### config.mk
export PLATFORM = sky130hd
export DESIGN_NAME = cmd_dispatcher_flat
export DESIGN_NICKNAME = d
export VERILOG_FILES = /design/src/rtl/cmd_dispatcher_if.sv /design/src/rtl/cmd_dispatcher.sv /design/src/flat_wrapper.sv
export SDC_FILE = /design/constraint.sdc
export NUM_CORES = 1
export LEC_CHECK = 0
export BUFFER_PORTS_ARGS = -buffer_cell sky130_fd_sc_hd__buf_2
export CAP_MARGIN = 20
export CELL_PAD_IN_SITES_DETAIL_PLACEMENT = 0
export CELL_PAD_IN_SITES_GLOBAL_PLACEMENT = 1
export CORE_MARGIN = 5
export CORE_UTILIZATION = 55
export CTS_BUF_LIST = sky130_fd_sc_hd__clkbuf_8
export DETAILED_ROUTE_END_ITERATION = 12
export PLACE_DENSITY = 0.95
export SLEW_MARGIN = 20
export SYNTH_ARGS = -nofsm -noshare
export SYNTH_HDL_FRONTEND = slang
export SYNTH_SLANG_ARGS = --single-unit
### constraint.sdc
create_clock -name clk -period 7.1 [get_ports clk]
set_input_delay 1.42 -clock clk [delete_from_list [all_inputs] [get_ports clk]]
set_output_delay 1.42 -clock clk [all_outputs]
set_load 0.005 [all_outputs]
### src/rtl/cmd_dispatcher_if.sv
// Host-side command intake and GPU-side issue/done handshake for cmd_dispatcher.
// DEPTH must match the dispatcher's DEPTH so that level has the right width.
interface cmd_dispatcher_if #(
  parameter int DEPTH = 4
) ();
  localparam int LW = $clog2(DEPTH) + 1;

  logic          in_valid;
  logic [127:0]  in_data;
  logic          in_ready;
  logic          cmd_valid;
  logic [127:0]  cmd_data;
  logic          cmd_ready;
  logic          gpu_done;
  logic          flush;
  logic [LW-1:0] level;
  logic [7:0]    drop_count;
  logic          timeout_err;
  logic          idle;

  modport master (
    output in_valid, in_data, cmd_ready, gpu_done, flush,
    input  in_ready, cmd_valid, cmd_data, level, drop_count, timeout_err, idle
  );

  modport slave (
    input  in_valid, in_data, cmd_ready, gpu_done, flush,
    output in_ready, cmd_valid, cmd_data, level, drop_count, timeout_err, idle
  );
endinterface

### src/rtl/cmd_dispatcher.sv
// Queues host drawing commands and issues them one at a time to the GPU core,
// waiting for gpu_done (or a timeout) before issuing the next one.
module cmd_dispatcher #(
  parameter int DEPTH   = 4,
  parameter int TIMEOUT = 4096
) (
  input logic             clk,
  input logic             rst_n,
  cmd_dispatcher_if.slave bus
);
  localparam int AW = $clog2(DEPTH);
  localparam int LW = AW + 1;
  localparam int TW = $clog2(TIMEOUT) + 1;

  localparam logic [1:0] S_IDLE  = 2'd0;
  localparam logic [1:0] S_ISSUE = 2'd1;
  localparam logic [1:0] S_WAIT  = 2'd2;

  logic [1:0]    state_q, state_d;
  logic [AW-1:0] wr_ptr_q, wr_ptr_d;
  logic [AW-1:0] rd_ptr_q, rd_ptr_d;
  logic [LW-1:0] level_q, level_d;
  logic [127:0]  cmd_data_q, cmd_data_d;
  logic          cmd_valid_q, cmd_valid_d;
  logic [7:0]    drop_q, drop_d;
  logic          terr_q, terr_d;
  logic [TW-1:0] timer_q, timer_d;
  logic [127:0]  mem_q [DEPTH];

  logic in_ready_w, accept, bad_op, push, pop;

  // rst_n gates in_ready so nothing is accepted while reset is held
  assign in_ready_w = rst_n && (level_q < LW'(DEPTH)) && !bus.flush;
  assign accept     = bus.in_valid && in_ready_w;
  assign bad_op     = bus.in_data[127:124] > 4'd2;
  assign push       = accept && !bad_op;
  assign pop        = (state_q == S_ISSUE) && bus.cmd_ready && !bus.flush;

  always_comb begin
    state_d     = state_q;
    wr_ptr_d    = wr_ptr_q;
    rd_ptr_d    = rd_ptr_q;
    level_d     = level_q;
    cmd_data_d  = cmd_data_q;
    cmd_valid_d = cmd_valid_q;
    drop_d      = drop_q;
    terr_d      = terr_q;
    timer_d     = timer_q;

    if (accept && bad_op && drop_q != 8'hFF) drop_d = drop_q + 8'd1;
    if (push) wr_ptr_d = wr_ptr_q + AW'(1);
    if (pop)  rd_ptr_d = rd_ptr_q + AW'(1);

    case ({push, pop})
      2'b10:   level_d = level_q + LW'(1);
      2'b01:   level_d = level_q - LW'(1);
      default: level_d = level_q;
    endcase

    case (state_q)
      S_IDLE: begin
        if (level_q != '0) begin
          cmd_data_d  = mem_q[rd_ptr_q];
          cmd_valid_d = 1'b1;
          state_d     = S_ISSUE;
        end
      end
      S_ISSUE: begin
        if (bus.cmd_ready) begin
          cmd_valid_d = 1'b0;
          timer_d     = '0;
          state_d     = S_WAIT;
        end
      end
      S_WAIT: begin
        // gpu_done wins over a timeout landing on the same cycle
        if (bus.gpu_done) begin
          state_d = S_IDLE;
        end else if (timer_q == TW'(TIMEOUT - 1)) begin
          terr_d  = 1'b1;
          state_d = S_IDLE;
        end else begin
          timer_d = timer_q + TW'(1);
        end
      end
      default: state_d = S_IDLE;
    endcase

    if (bus.flush) begin
      state_d     = S_IDLE;
      cmd_valid_d = 1'b0;
      terr_d      = 1'b0;
      timer_d     = '0;
      level_d     = '0;
      wr_ptr_d    = '0;
      rd_ptr_d    = '0;
    end
  end

  always_ff @(posedge clk or negedge rst_n) begin
    if (!rst_n) begin
      state_q     <= S_IDLE;
      wr_ptr_q    <= '0;
      rd_ptr_q    <= '0;
      level_q     <= '0;
      cmd_data_q  <= '0;
      cmd_valid_q <= 1'b0;
      drop_q      <= '0;
      terr_q      <= 1'b0;
      timer_q     <= '0;
    end else begin
      state_q     <= state_d;
      wr_ptr_q    <= wr_ptr_d;
      rd_ptr_q    <= rd_ptr_d;
      level_q     <= level_d;
      cmd_data_q  <= cmd_data_d;
      cmd_valid_q <= cmd_valid_d;
      drop_q      <= drop_d;
      terr_q      <= terr_d;
      timer_q     <= timer_d;
    end
  end

  // Queue storage holds only data, so it needs no reset
  always_ff @(posedge clk) begin
    if (push) mem_q[wr_ptr_q] <= bus.in_data;
  end

  assign bus.in_ready    = in_ready_w;
  assign bus.cmd_valid   = cmd_valid_q;
  assign bus.cmd_data    = cmd_data_q;
  assign bus.level       = level_q;
  assign bus.drop_count  = drop_q;
  assign bus.timeout_err = terr_q;
  assign bus.idle        = (state_q == S_IDLE) && (level_q == '0);
endmodule

### src/flat_wrapper.sv
// flat-port wrapper written by rule: the top's interface ports become plain ports
module cmd_dispatcher_flat 
#(
  parameter int DEPTH   = 4,
  parameter int TIMEOUT = 4096
)
  (clk, rst_n, bus_in_valid, bus_in_data, bus_cmd_ready, bus_gpu_done, bus_flush, bus_in_ready, bus_cmd_valid, bus_cmd_data, bus_level, bus_drop_count, bus_timeout_err, bus_idle);
  cmd_dispatcher_if #(.DEPTH(DEPTH)) bus_i ();
  input logic clk;
  input logic rst_n;
  input wire logic [$bits(bus_i.in_valid)-1:0] bus_in_valid;
  input wire logic [$bits(bus_i.in_data)-1:0] bus_in_data;
  input wire logic [$bits(bus_i.cmd_ready)-1:0] bus_cmd_ready;
  input wire logic [$bits(bus_i.gpu_done)-1:0] bus_gpu_done;
  input wire logic [$bits(bus_i.flush)-1:0] bus_flush;
  output wire logic [$bits(bus_i.in_ready)-1:0] bus_in_ready;
  output wire logic [$bits(bus_i.cmd_valid)-1:0] bus_cmd_valid;
  output wire logic [$bits(bus_i.cmd_data)-1:0] bus_cmd_data;
  output wire logic [$bits(bus_i.level)-1:0] bus_level;
  output wire logic [$bits(bus_i.drop_count)-1:0] bus_drop_count;
  output wire logic [$bits(bus_i.timeout_err)-1:0] bus_timeout_err;
  output wire logic [$bits(bus_i.idle)-1:0] bus_idle;
  assign bus_i.in_valid = bus_in_valid;
  assign bus_i.in_data = bus_in_data;
  assign bus_i.cmd_ready = bus_cmd_ready;
  assign bus_i.gpu_done = bus_gpu_done;
  assign bus_i.flush = bus_flush;
  assign bus_in_ready = bus_i.in_ready;
  assign bus_cmd_valid = bus_i.cmd_valid;
  assign bus_cmd_data = bus_i.cmd_data;
  assign bus_level = bus_i.level;
  assign bus_drop_count = bus_i.drop_count;
  assign bus_timeout_err = bus_i.timeout_err;
  assign bus_idle = bus_i.idle;
  cmd_dispatcher #(.DEPTH(DEPTH), .TIMEOUT(TIMEOUT)) u_core (.clk(clk), .rst_n(rst_n), .bus(bus_i));
endmodule
==> key figures <==
Global route
  – Initial antenna violation count: 13
  – Wire length of the first global-routing pass: about 80 mm
  – Aggregate global routing overflow: 0
  – GRT Total Usage: 20.5%
  – Vias in the first global route: about 13,000
  – Largest net degree at the start of global routing: 72

Critical path
  – Crit path to: bus_in_ready
  – CP Data Arrival Time: around 2.2 ns
  – Critical Path Start: rst_n
  – FF-to-FF path depth: 4
  – Critical path class: input pin to output port
  – FF-to-FF Start: u_core.bus.level[0]$_DFFE_PN0P_
  – CP Launch Type: input pin
  – CP Capture Type: output port
  – Crit-path max FO: between 50 and 60
  – R2R Setup Slk: 3.92 ns
  – R2R Path End: u_core.bus.cmd_data[29]$_DFFE_PN0P_
  – CP required: around 5.7 ns

Power and ir drop
  – Peak VDD IR: ~210 µV
  – Leakage Power: around 0.011 µW
  – Pwr Total: 9470 µW
  – Power Density: approximately 320 nW/µm²

Detailed routing
  – Vias per std cell: between 5 and 6
  – Drt drc: 0
  – DR iter-0 viols: around 1,000
  – Avg WL per Cell: around 23 µm
  – DRT antenna net count: 0
  – DRT Pass-1 Iters: 5
  – DRT Wirelength: between 50 and 60 mm
  – Routed via count: approximately 12,000

Clock tree
  – Post-CTS setup buffers: 0
  – Worst-Skew Late Latency: just under 0.7 ns
  – Cts repair resizes: 0
  – CTS H-tree depth: 3
  – CTS Buffer Depth: 3
  – CTS clk-pin slew, worst paths: 0.06 ns
  – Root Driver: clkbuf_8
  – Num CTS Buffers: 102
  – Clock Sink Count: 672
  – CTS tree: built
  – # hold bufs at CTS: 0

Floorplan
  – Initial Utilization: a little under three fifths
  – Die Width: 223 µm
  – # rows: 78
  – IO Pins: 277
  – Area of the core: around 45,000 µm²
  – Chip height: 223 µm
  – Die area: 49,700 µm²

Placement
  – Hpwl dp: about 30 mm
  – Placed Cells: ~2,000
  – Final Wtd Congestion: between 0.7 and 0.8
  – Worst slack, placed: between 2 and 3 ns
  – Port bufs: roughly 280

STA
  – Slew Limit Fails: 0
  – Setup WS post-layout: roughly 3.5 ns
  – Layout Skew: approximately 0.024 ns
  – Final Cycle Share: about 50%
  – Min Tclk post-route: ~3.6 ns
  – Slew HR: about a third
  – Setup tns final: 0 ns
  – F_max: ~0.28 GHz
  – Final setup vio count: 0
  – Slew @ Worst Pin: slightly above 1 ns
  – RSZ-0062 raised after global routing: false
  – Final Hold Viols: 0

Finish
  – Layout area overhead: 16.8%
  – Layout Cells excl Fill: 2,169
  – Fin util: 64.6%
  – Layout Nets: ~1,600
  – FILL cells: between 2,000 and 3,000
  – Share of post-route cells with drive strength above 1: between 40% and 50%

Run status
  – Outcome: complete, no violations

Yosys
  – Most frequent cell after synthesis: edfxtp_1
  – Unique masters post-synth: 52
  – Post-Syn Area: approximately 25,000 µm²
  – Main synth FF type: edfxtp_1
  – Syn Area/Cell: around 22 µm²
  – Synth area leaders: edfxtp_1 (62%), dfrtp_1 (16%), mux4_2 (12%)
  – Area share of the largest cell type after synthesis: approximately three fifths
  – Syn_nets: roughly 1,300
  – Number of synthesized flops with an enable pin: 512
  – Ys Warns: 0
  – Synth area leader: edfxtp_1
  – Synth Instances: 1,131
  – Commonest cells in the netlist: edfxtp_1 (512), dfrtp_1 (160), mux2_2 (129), mux4_2 (128), buf_2 (29)
  – Register area share after synthesis: between 70 and 80%
  – Post-synth ARST share: roughly a quarter
  – Yosys reg bits: roughly 670

Hold path
  – Hold Path Cell Cnt: 1
  – Hold/Removal Path Class: register to register

Flow run
  – Max-Cap Viols: 0
[cell usage in the layout (no fill, tap or decap), types with 6 or more instances in the layout]
cell	instances
bufinv_16	6
buf_2	275
nand3_1	10
buf_4	6
clkbuf_8	115
nor2_1	15
xor2_1	6
mux2_2	129
inv_1	40
dfrtp_1	158
nor3_1	6
clkinv_1	13
edfxtp_1	512
nand4_1	7
nand2_1	8
ha_1	6
diode_2	7
a31oi_1	7
clkinv_2	22
a21oi_1	10
mux4_2	128
[where the power goes]
| part | switching, µW | internal [µW] | leakage (µW) |
|---|---|---|---|
| sequential | 283 | 4640 | 0.00656 |
| combinational | 597 | 775 | 0.00275 |
| clock | 1450 | 1720 | 0.00119 |
| total | 2330 | 7140 | 0.0105 |
[area by class of cell]
type / count / area [µm²] / area share (%)
Sequential cell: 672 / 19400 / 66.5
Multi-Input combinational cell: 398 / 5310 / 18.2
Clock buffer: 115 / 1580 / 5.43
Clock inverter: 78 / 518 / 1.78
Inverter: 11 / 41.3 / 0.142
Tap cell: 600 / 751 / 2.58
Antenna cell: 7 / 17.5 / 0.0601
Timing Repair Buffer: 288 / 1540 / 5.27
[registers in the layout, indices dropped and copies added (netlist names)]
| signal | flops |
|---|---|
| u_core.mem_q | 512 |
| u_core.bus.cmd_data | 128 |
| u_core.timer_q | 13 |
| u_core.bus.drop_count | 8 |
| u_core.bus.level | 3 |
| u_core.rd_ptr_q | 2 |
| u_core.state_q | 2 |
| u_core.wr_ptr_q | 2 |
| u_core.bus.cmd_valid | 1 |
| u_core.bus.timeout_err | 1 |
[metrics by stage]
step | hold slack [ns] | area, µm²
after floorplan | 0.451 | 24900
after global placement | 0.482 | 27000
after detailed placement | 0.487 | 27000
after CTS | 0.501 | 29100
after global routing | 0.515 | 29100
final | 0.497 | 29100
[worst min path at each step]
stage	slack (ns)	end	from
2_1_floorplan	0.45	u_core.timer_q[11]$_DFFE_PN0P_	u_core.timer_q[11]$_DFFE_PN0P_
3_3_place_gp	0.48	u_core.bus.cmd_data[9]$_DFFE_PN0P_	u_core.bus.cmd_data[9]$_DFFE_PN0P_
5_1_grt	0.52	u_core.bus.drop_count[7]$_DFFE_PN0P_	u_core.bus.drop_count[7]$_DFFE_PN0P_
4_1_cts	0.50	u_core.bus.cmd_data[91]$_DFFE_PN0P_	u_core.bus.cmd_data[91]$_DFFE_PN0P_
3_5_place_dp	0.49	u_core.bus.cmd_data[96]$_DFFE_PN0P_	u_core.bus.cmd_data[96]$_DFFE_PN0P_
6_report	0.50	u_core.bus.cmd_data[93]$_DFFE_PN0P_	u_core.bus.cmd_data[93]$_DFFE_PN0P_
[cell families after synthesis]
kind of cell | count (synthesis) | share of synthesized area [%]
mux | 263 | 17.6
xor+xnor | 10 | 0.351
compound gates | 38 | 1.03
fa+ha+maj | 7 | 0.381
simple gates | 80 | 1.79
flops | 672 | 77.7
buf+inv | 61 | 1.14
[critical path, stage by stage]
cell and delay [ns]:
buf_6 0.40, and2_1 0.20, buf_2 0.11
[layer usage]
| layer | global-route usage, % | vias up | share of wire (%) |
|---|---|---|---|
| li1 | - | 5325 | - |
| met1 | 26.4 | 6308 | 39 |
| met2 | 33.8 | 421 | 51 |
| met3 | 5.49 | 80 | 6.9 |
| met4 | 7.89 | 12 | 2.6 |
| met5 | 0 | - | 0.15 |
No activity file was read; power rests on OpenSTA's default activity.
